--- src/rtl/awmf_pkg.sv ---
// Shared definitions for the awmf0165 chain controller: frame width, chain mode
// encodings, controller state encoding and the captured-request record.
package awmf_pkg;

  localparam int FRAME_W = 240;

  localparam logic [1:0] CHAIN_SERIAL     = 2'b01;
  localparam logic [1:0] PARALLEL_TX      = 2'b10;
  localparam logic [1:0] SINGLE_SERIAL_TX = 2'b11;

  localparam logic [2:0] ST_IDLE      = 3'd0;
  localparam logic [2:0] ST_LAUNCH    = 3'd1;
  localparam logic [2:0] ST_WAIT_BUSY = 3'd2;
  localparam logic [2:0] ST_WAIT_DONE = 3'd3;
  localparam logic [2:0] ST_SETTLE    = 3'd4;
  localparam logic [2:0] ST_COMPLETE  = 3'd5;

  typedef enum logic {
    SRC_BEAM = 1'b0,
    SRC_CFG  = 1'b1
  } src_e;

  typedef struct packed {
    src_e               src;
    logic [1:0]         mode;
    logic [FRAME_W-1:0] data;
  } txn_t;

  // Mode 00 is the only encoding the chain cannot run.
  function automatic logic mode_valid(input logic [1:0] mode);
    return mode inside {CHAIN_SERIAL, PARALLEL_TX, SINGLE_SERIAL_TX};
  endfunction

endpackage

--- src/rtl/awmf_rr_arb.sv ---
// Two-way arbiter: beam has priority, but after BURST_MAX consecutive beam grants
// with cfg waiting, cfg gets the next grant.
module awmf_rr_arb #(
  parameter int BURST_MAX = 4
) (
  input  logic clk_i,
  input  logic rst_n_i,
  input  logic arb_en_i,
  input  logic beam_req_i,
  input  logic cfg_req_i,
  output logic gnt_beam_o,
  output logic gnt_cfg_o
);

  localparam int CW = $clog2(BURST_MAX + 1);

  logic [CW-1:0] burst_cnt_q, burst_cnt_d;
  logic          burst_full;

  assign burst_full = (burst_cnt_q == CW'(BURST_MAX));

  // NOTE: every output of a combinational block gets a default first, so no path leaves it unassigned and infers a latch.
  always_comb begin
    gnt_beam_o = 1'b0;
    gnt_cfg_o  = 1'b0;
    if (arb_en_i) begin
      if (beam_req_i && cfg_req_i) begin
        gnt_cfg_o  = burst_full;
        gnt_beam_o = !burst_full;
      end else begin
        gnt_beam_o = beam_req_i;
        gnt_cfg_o  = cfg_req_i;
      end
    end
  end

  always_comb begin
    burst_cnt_d = burst_cnt_q;
    if (!cfg_req_i || gnt_cfg_o) begin
      burst_cnt_d = '0;
    end else if (gnt_beam_o) begin
      burst_cnt_d = burst_cnt_q + CW'(1);
    end
  end

  // NOTE: sequential state is updated with non-blocking assignments only, so every flop sees pre-edge values.
  always_ff @(posedge clk_i or negedge rst_n_i) begin
    if (!rst_n_i) begin
      burst_cnt_q <= '0;
    end else begin
      burst_cnt_q <= burst_cnt_d;
    end
  end

endmodule

--- src/rtl/awmf0165_ctrl.sv ---
// Sequencer in front of one awmf0165_chain: arbitrates beam/cfg requests, runs one
// chain frame per transaction, returns the readback and flags timeouts.
module awmf0165_ctrl
  import awmf_pkg::*;
#(
  parameter int BEAM_BURST_MAX = 4,
  parameter int LAUNCH_MAX     = 16,
  parameter int FRAME_MAX      = 1023,
  parameter int RX_SETTLE      = 4
) (
  input  logic               clk_i,
  input  logic               rst_n_i,
  input  logic               beam_req_i,
  input  logic [1:0]         beam_mode_i,
  input  logic [FRAME_W-1:0] beam_data_i,
  output logic               beam_ack_o,
  input  logic               cfg_req_i,
  input  logic [1:0]         cfg_mode_i,
  input  logic [FRAME_W-1:0] cfg_data_i,
  output logic               cfg_ack_o,
  output logic               done_o,
  output logic               done_src_o,
  output logic [FRAME_W-1:0] rx_data_o,
  output logic               err_timeout_o,
  output logic               err_mode_o,
  output logic               chain_tx_en_o,
  output logic [1:0]         chain_tx_mode_o,
  output logic [FRAME_W-1:0] chain_tx_data_o,
  input  logic               chain_tx_busy_i,
  input  logic [FRAME_W-1:0] chain_rx_data_i
);

  // Last count value of each phase; tx_en is high for LAUNCH_MAX cycles in total
  // (one LAUNCH cycle plus LAUNCH_MAX-1 WAIT_BUSY cycles).
  localparam logic [9:0] LAUNCH_LAST = 10'(LAUNCH_MAX - 2);
  localparam logic [9:0] FRAME_LAST  = 10'(FRAME_MAX - 1);
  localparam logic [9:0] SETTLE_LAST = 10'(RX_SETTLE - 1);

  logic [2:0]         state_q, state_d;
  logic [9:0]         cnt_q, cnt_d;
  logic               busy_q;
  txn_t               txn_q, txn_d;
  logic               beam_ack_q, beam_ack_d;
  logic               cfg_ack_q, cfg_ack_d;
  logic               done_q, done_d;
  logic               done_src_q, done_src_d;
  logic [FRAME_W-1:0] rx_q, rx_d;
  logic               err_to_q, err_to_d;
  logic               err_mode_q, err_mode_d;
  logic               en_q, en_d;

  logic               arb_en;
  logic               gnt_beam, gnt_cfg;
  logic [1:0]         gnt_mode;
  logic [FRAME_W-1:0] gnt_data;

  // Arbitration pauses during an ack cycle so a rejected (mode 00) requester
  // still holding its level request is not granted twice.
  assign arb_en = (state_q == ST_IDLE) && !beam_ack_q && !cfg_ack_q;

  awmf_rr_arb #(
    .BURST_MAX (BEAM_BURST_MAX)
  ) u_arb (
    .clk_i      (clk_i),
    .rst_n_i    (rst_n_i),
    .arb_en_i   (arb_en),
    .beam_req_i (beam_req_i),
    .cfg_req_i  (cfg_req_i),
    .gnt_beam_o (gnt_beam),
    .gnt_cfg_o  (gnt_cfg)
  );

  assign gnt_mode = gnt_cfg ? cfg_mode_i : beam_mode_i;
  assign gnt_data = gnt_cfg ? cfg_data_i : beam_data_i;

  always_comb begin
    state_d    = state_q;
    txn_d      = txn_q;
    beam_ack_d = 1'b0;
    cfg_ack_d  = 1'b0;
    done_d     = 1'b0;
    done_src_d = done_src_q;
    rx_d       = rx_q;
    err_to_d   = err_to_q;
    err_mode_d = 1'b0;

    case (state_q)
      ST_IDLE: begin
        if (gnt_beam || gnt_cfg) begin
          beam_ack_d = gnt_beam;
          cfg_ack_d  = gnt_cfg;
          err_to_d   = 1'b0;
          if (mode_valid(gnt_mode)) begin
            txn_d.src  = gnt_cfg ? SRC_CFG : SRC_BEAM;
            txn_d.mode = gnt_mode;
            txn_d.data = gnt_data;
            state_d    = ST_LAUNCH;
          end else begin
            err_mode_d = 1'b1;
          end
        end
      end
      ST_LAUNCH: begin
        state_d = ST_WAIT_BUSY;
      end
      ST_WAIT_BUSY: begin
        if (busy_q) begin
          state_d = ST_WAIT_DONE;
        end else if (cnt_q == LAUNCH_LAST) begin
          err_to_d = 1'b1;
          state_d  = ST_COMPLETE;
        end
      end
      ST_WAIT_DONE: begin
        if (!busy_q) begin
          state_d = ST_SETTLE;
        end else if (cnt_q == FRAME_LAST) begin
          err_to_d = 1'b1;
          state_d  = ST_COMPLETE;
        end
      end
      ST_SETTLE: begin
        if (cnt_q == SETTLE_LAST) begin
          rx_d    = chain_rx_data_i;
          state_d = ST_COMPLETE;
        end
      end
      ST_COMPLETE: begin
        state_d = ST_IDLE;
      end
      default: begin
        state_d = ST_IDLE;
      end
    endcase

    // One phase counter serves all states; it restarts on every state change.
    if ((state_d != state_q) || (state_q == ST_IDLE)) begin
      cnt_d = '0;
    end else begin
      cnt_d = cnt_q + 10'd1;
    end

    if ((state_d == ST_COMPLETE) && (state_q != ST_COMPLETE)) begin
      done_d     = 1'b1;
      done_src_d = txn_q.src;
    end

    en_d = (state_d == ST_LAUNCH) || (state_d == ST_WAIT_BUSY);
  end

  always_ff @(posedge clk_i or negedge rst_n_i) begin
    if (!rst_n_i) begin
      state_q    <= ST_IDLE;
      cnt_q      <= '0;
      busy_q     <= 1'b0;
      txn_q      <= '0;
      beam_ack_q <= 1'b0;
      cfg_ack_q  <= 1'b0;
      done_q     <= 1'b0;
      done_src_q <= 1'b0;
      rx_q       <= '0;
      err_to_q   <= 1'b0;
      err_mode_q <= 1'b0;
      en_q       <= 1'b0;
    end else begin
      state_q    <= state_d;
      cnt_q      <= cnt_d;
      busy_q     <= chain_tx_busy_i;
      txn_q      <= txn_d;
      beam_ack_q <= beam_ack_d;
      cfg_ack_q  <= cfg_ack_d;
      done_q     <= done_d;
      done_src_q <= done_src_d;
      rx_q       <= rx_d;
      err_to_q   <= err_to_d;
      err_mode_q <= err_mode_d;
      en_q       <= en_d;
    end
  end

  assign beam_ack_o      = beam_ack_q;
  assign cfg_ack_o       = cfg_ack_q;
  assign done_o          = done_q;
  assign done_src_o      = done_src_q;
  assign rx_data_o       = rx_q;
  assign err_timeout_o   = err_to_q;
  assign err_mode_o      = err_mode_q;
  assign chain_tx_en_o   = en_q;
  assign chain_tx_mode_o = txn_q.mode;
  assign chain_tx_data_o = txn_q.data;

endmodule
--- config.mk ---
export PLATFORM = sky130hd
export DESIGN_NAME = awmf0165_ctrl
export DESIGN_NICKNAME = d
export VERILOG_FILES = /design/src/rtl/awmf_pkg.sv /design/src/rtl/awmf_rr_arb.sv /design/src/rtl/awmf0165_ctrl.sv
export SDC_FILE = /design/constraint.sdc
export NUM_CORES = 1
export LEC_CHECK = 0
export BUFFER_PORTS_ARGS = -buffer_cell sky130_fd_sc_hd__buf_2
export CAP_MARGIN = 10
export CORE_AREA = 2 2 479 481
export CTS_BUF_LIST = sky130_fd_sc_hd__clkbuf_8
export DETAILED_ROUTE_END_ITERATION = 12
export DIE_AREA = 0 0 481 483
export PLACE_DENSITY_LB_ADDON = 0.15
export SLEW_MARGIN = 20
export SYNTH_ARGS = -nofsm -noshare
export SYNTH_HDL_FRONTEND = slang
export SYNTH_SLANG_ARGS = --single-unit
--- constraint.sdc ---
create_clock -name clk_i -period 6.7 [get_ports clk_i]
set_input_delay 1.34 -clock clk_i [delete_from_list [all_inputs] [get_ports clk_i]]
set_output_delay 1.34 -clock clk_i [all_outputs]
set_load 0.005 [all_outputs]
==> impl_metrics.py <==
metrics = {
    "yosys": {
        "synth_fa_ha_area_share_pct": 0.218,
        "synth.most_common_cell": "dfrtp_1",
        "synthTopCellsByArea": "dfrtp_1, mux2_2, buf_4",
        "synth_simple_gate_area_share_pct": 13.2,
        "synth_xor_area_share_pct": 0.343,
        "synth-async-reset-ratio_pct": 100,
        "synth.net_count": 2934,
        "ys_types": 42,
        "syn-instance-count": 2201,
        "yosysTopAreaCell": "dfrtp_1",
        "synthMuxAreaShare_pct": 12.0,
        "yosysSeqAreaShare_pct": 55.3,
        "synthFlopType": "dfrtp_1",
        "ys_seq_elements": 507,
        "synth_common_cells": "dfrtp_1, nand2_1, buf_4",
        "synth_top_area_share_pct": 55.3,
        "syn-cell-area_mm2": 0.0230,
        "yosys_warnings": 0,
        "synth_compound_area_share_pct": 7.46,
        "syn_area_per_cell_um2": 10.4,
        "synth_edf_count": 0,
        "synth_top_family_by_area": "simple AND/OR/NAND/NOR gates",
    },
    "sta": {
        "rsz0062_at_grt": "false",
        "min_period_over_period_pct": 54.4,
        "drv_slew": 0,
        "worst-slew-pin-transition_ns": 1.09,
        "hold_viol": 0,
        "fmax_mhz": 274,
        "setup_viol": 0,
        "relSlewSlack_pct": 27.2,
        "fin_tns_setup_ns": 0,
        "period_needed_ns": 3.64,
        "fin_skew_ns": 0.0818,
    },
    "die": {
        "dieWidth_um": 481,
        "pin_count": 1218,
        "rows": 175,
        "initial_core_util_pct": 10.1,
        "core_area_mm2": 0.227,
        "die_area_mm2": 0.232,
        "die_y_um": 483,
    },
    "placed_design": {
        "io_buffers": 1217,
        "place_area_mm2": 0.0305,
        "gp_congestion": 0.854,
        "dp_hpwl_um": 112000,
    },
    "run": {
        "maxCapViolCount": 0,
    },
    "setup_path": {
        "cp.required_ns": 7.38,
        "cp-end-kind": "register",
        "cp.arrival_ns": 4.32,
        "r2r_cells": 6,
        "crit_type": "register to register",
        "start_kind": "register",
        "path_max_fanout": 48,
    },
    "cts": {
        "path_clk_slew_ns": 0.06,
        "cts_root_buffer": "clkbuf_8",
        "cts_tree": "done",
        "clock_sinks": 507,
        "insertion_delay_ns": 0.87,
        "cts_setup_buffers": 0,
        "clock_path_buffers": 3,
        "cts_htree_levels": 3,
        "cts_hold_buf": 0,
        "numCtsBuffers": 110,
        "post_cts_resized": 0,
    },
    "route": {
        "drtPass1Iterations": 5,
        "drtIter0Drc": 932,
        "wl_um": 140000,
        "via_per_inst": 3.18,
        "antenna_left": 0,
        "post-route-drc-count": 0,
        "vias": 20032,
        "wl_per_cell_um": 22.2,
    },
    "grt": {
        "antenna_found_initial": 88,
        "grt_max_degree": 173,
        "grt_first_pass_wirelength_um": 186000,
        "grt-ovfl-total": 0,
        "track_usage_pct": 11.6,
        "grt_pass1_vias": 20921,
    },
    "finish": {
        "fillCellCount": 26149,
        "final_area_mm2": 0.0330,
        "seq_area_mm2": 0.0127,
        "area_growth_pct": 43.6,
        "drive_gt1_share_pct": 49.6,
        "fin_nets": 3910,
        "fin_util_pct": 14.5,
        "multiInputGateArea_mm2": 0.00764,
    },
    "pwr": {
        "power.total_mw": 12.6,
        "ir_drop_uv": 150,
        "powerDensity_mw_per_mm2": 381,
        "p_leak_nw": 16.4,
    },
    "outcome": {
        "status": "completed",
    },
    "hold_path": {
        "holdCritPathClass": "register to register",
        "min_path_cells": 1,
    },
}
==> logic make-up (layout without fill, tap and decap cells) <==
| logic type | after synthesis | count (layout) |
|---|---|---|
| compound gates | 272 | 272 |
| xor+xnor | 9 | 9 |
| fa+ha+maj | 4 | 4 |
| buf+inv | 385 | 1455 |
| flops | 507 | 507 |
| mux | 245 | 245 |
| other cells | 0 | 29 |
| simple gates | 779 | 779 |
==> where the power goes <==
| group | switching, mW | internal, mW |
|---|---|---|
| registers | 0.599 | 4.05 |
| logic | 2.57 | 1.59 |
| clock network | 1.72 | 2.03 |
==> critical path, cell delays in order (launching register included) <==
cell and delay (ns):
dfrtp_1 0.44, or4_4 0.57, or2_1 0.30, nor2_4 0.56, buf_4 0.51, buf_4 0.59, mux2_2 0.41
==> routing by layer <==
metal / GRT usage, % / wire [um]
met3: 5.70 / 16000
met1: 13.1 / 54800
met4: 2.86 / 2710
met5: 0 / 550
met2: 19.4 / 65800
==> cell usage in the layout, fill, tap and decap left out, types with 20 or more instances in the layout <==
cell type and n:
diode_2 29, nor2_1 247, buf_2 1216, nand2_1 490
clkbuf_8 142, dfrtp_1 507, buf_4 20, inv_1 45
mux2_2 205, a31oi_1 241, mux2_1 36
==> final timing paths <==
kind | startpoint | to | slack (ns)
setup / recovery | cnt_q[5] | rx_data_o[141] | 3.06
hold / removal | rx_data_o[77] | rx_data_o[77] | 0.48
setup reg to reg | cnt_q[5] | rx_data_o[141] | 3.06
hold reg to reg | rx_data_o[77] | rx_data_o[77] | 0.48
max in group asynchronous | rst_n_i | rx_data_o[30] | 4.75
min in group asynchronous | rst_n_i | chain_tx_data_o[239] | 0.49
==> flip-flops by register name, summed over array words and instances (netlist names), 2 cells and up <==
| name | count |
|---|---|
| chain_tx_mode_o | 2 |
| state_q | 3 |
| cnt_q | 10 |
| u_arb.burst_cnt_q | 3 |
| rx_data_o | 240 |
| chain_tx_data_o | 240 |
==> layout make-up <==
type	instances	share of cell area, %
inverters	5	0.0797
clock inverters	64	1.30
multi-input cells	1309	23.2
diodes	29	0.220
clock buffers	142	5.93
well taps	3009	11.4
repair buffers	1244	19.4
flip-flops and latches	507	38.5
==> metrics by stage <==
stage	setup slack (ns)	hold slack, ns	cells
after floorplan	3.73	0.450	2201
after global placement	2.51	0.470	6074
after detailed placement	2.47	0.474	6074
after CTS	2.94	0.348	6280
after global routing	2.85	0.434	6284
final	3.06	0.484	6309
Power figures use the tool's default switching activity.
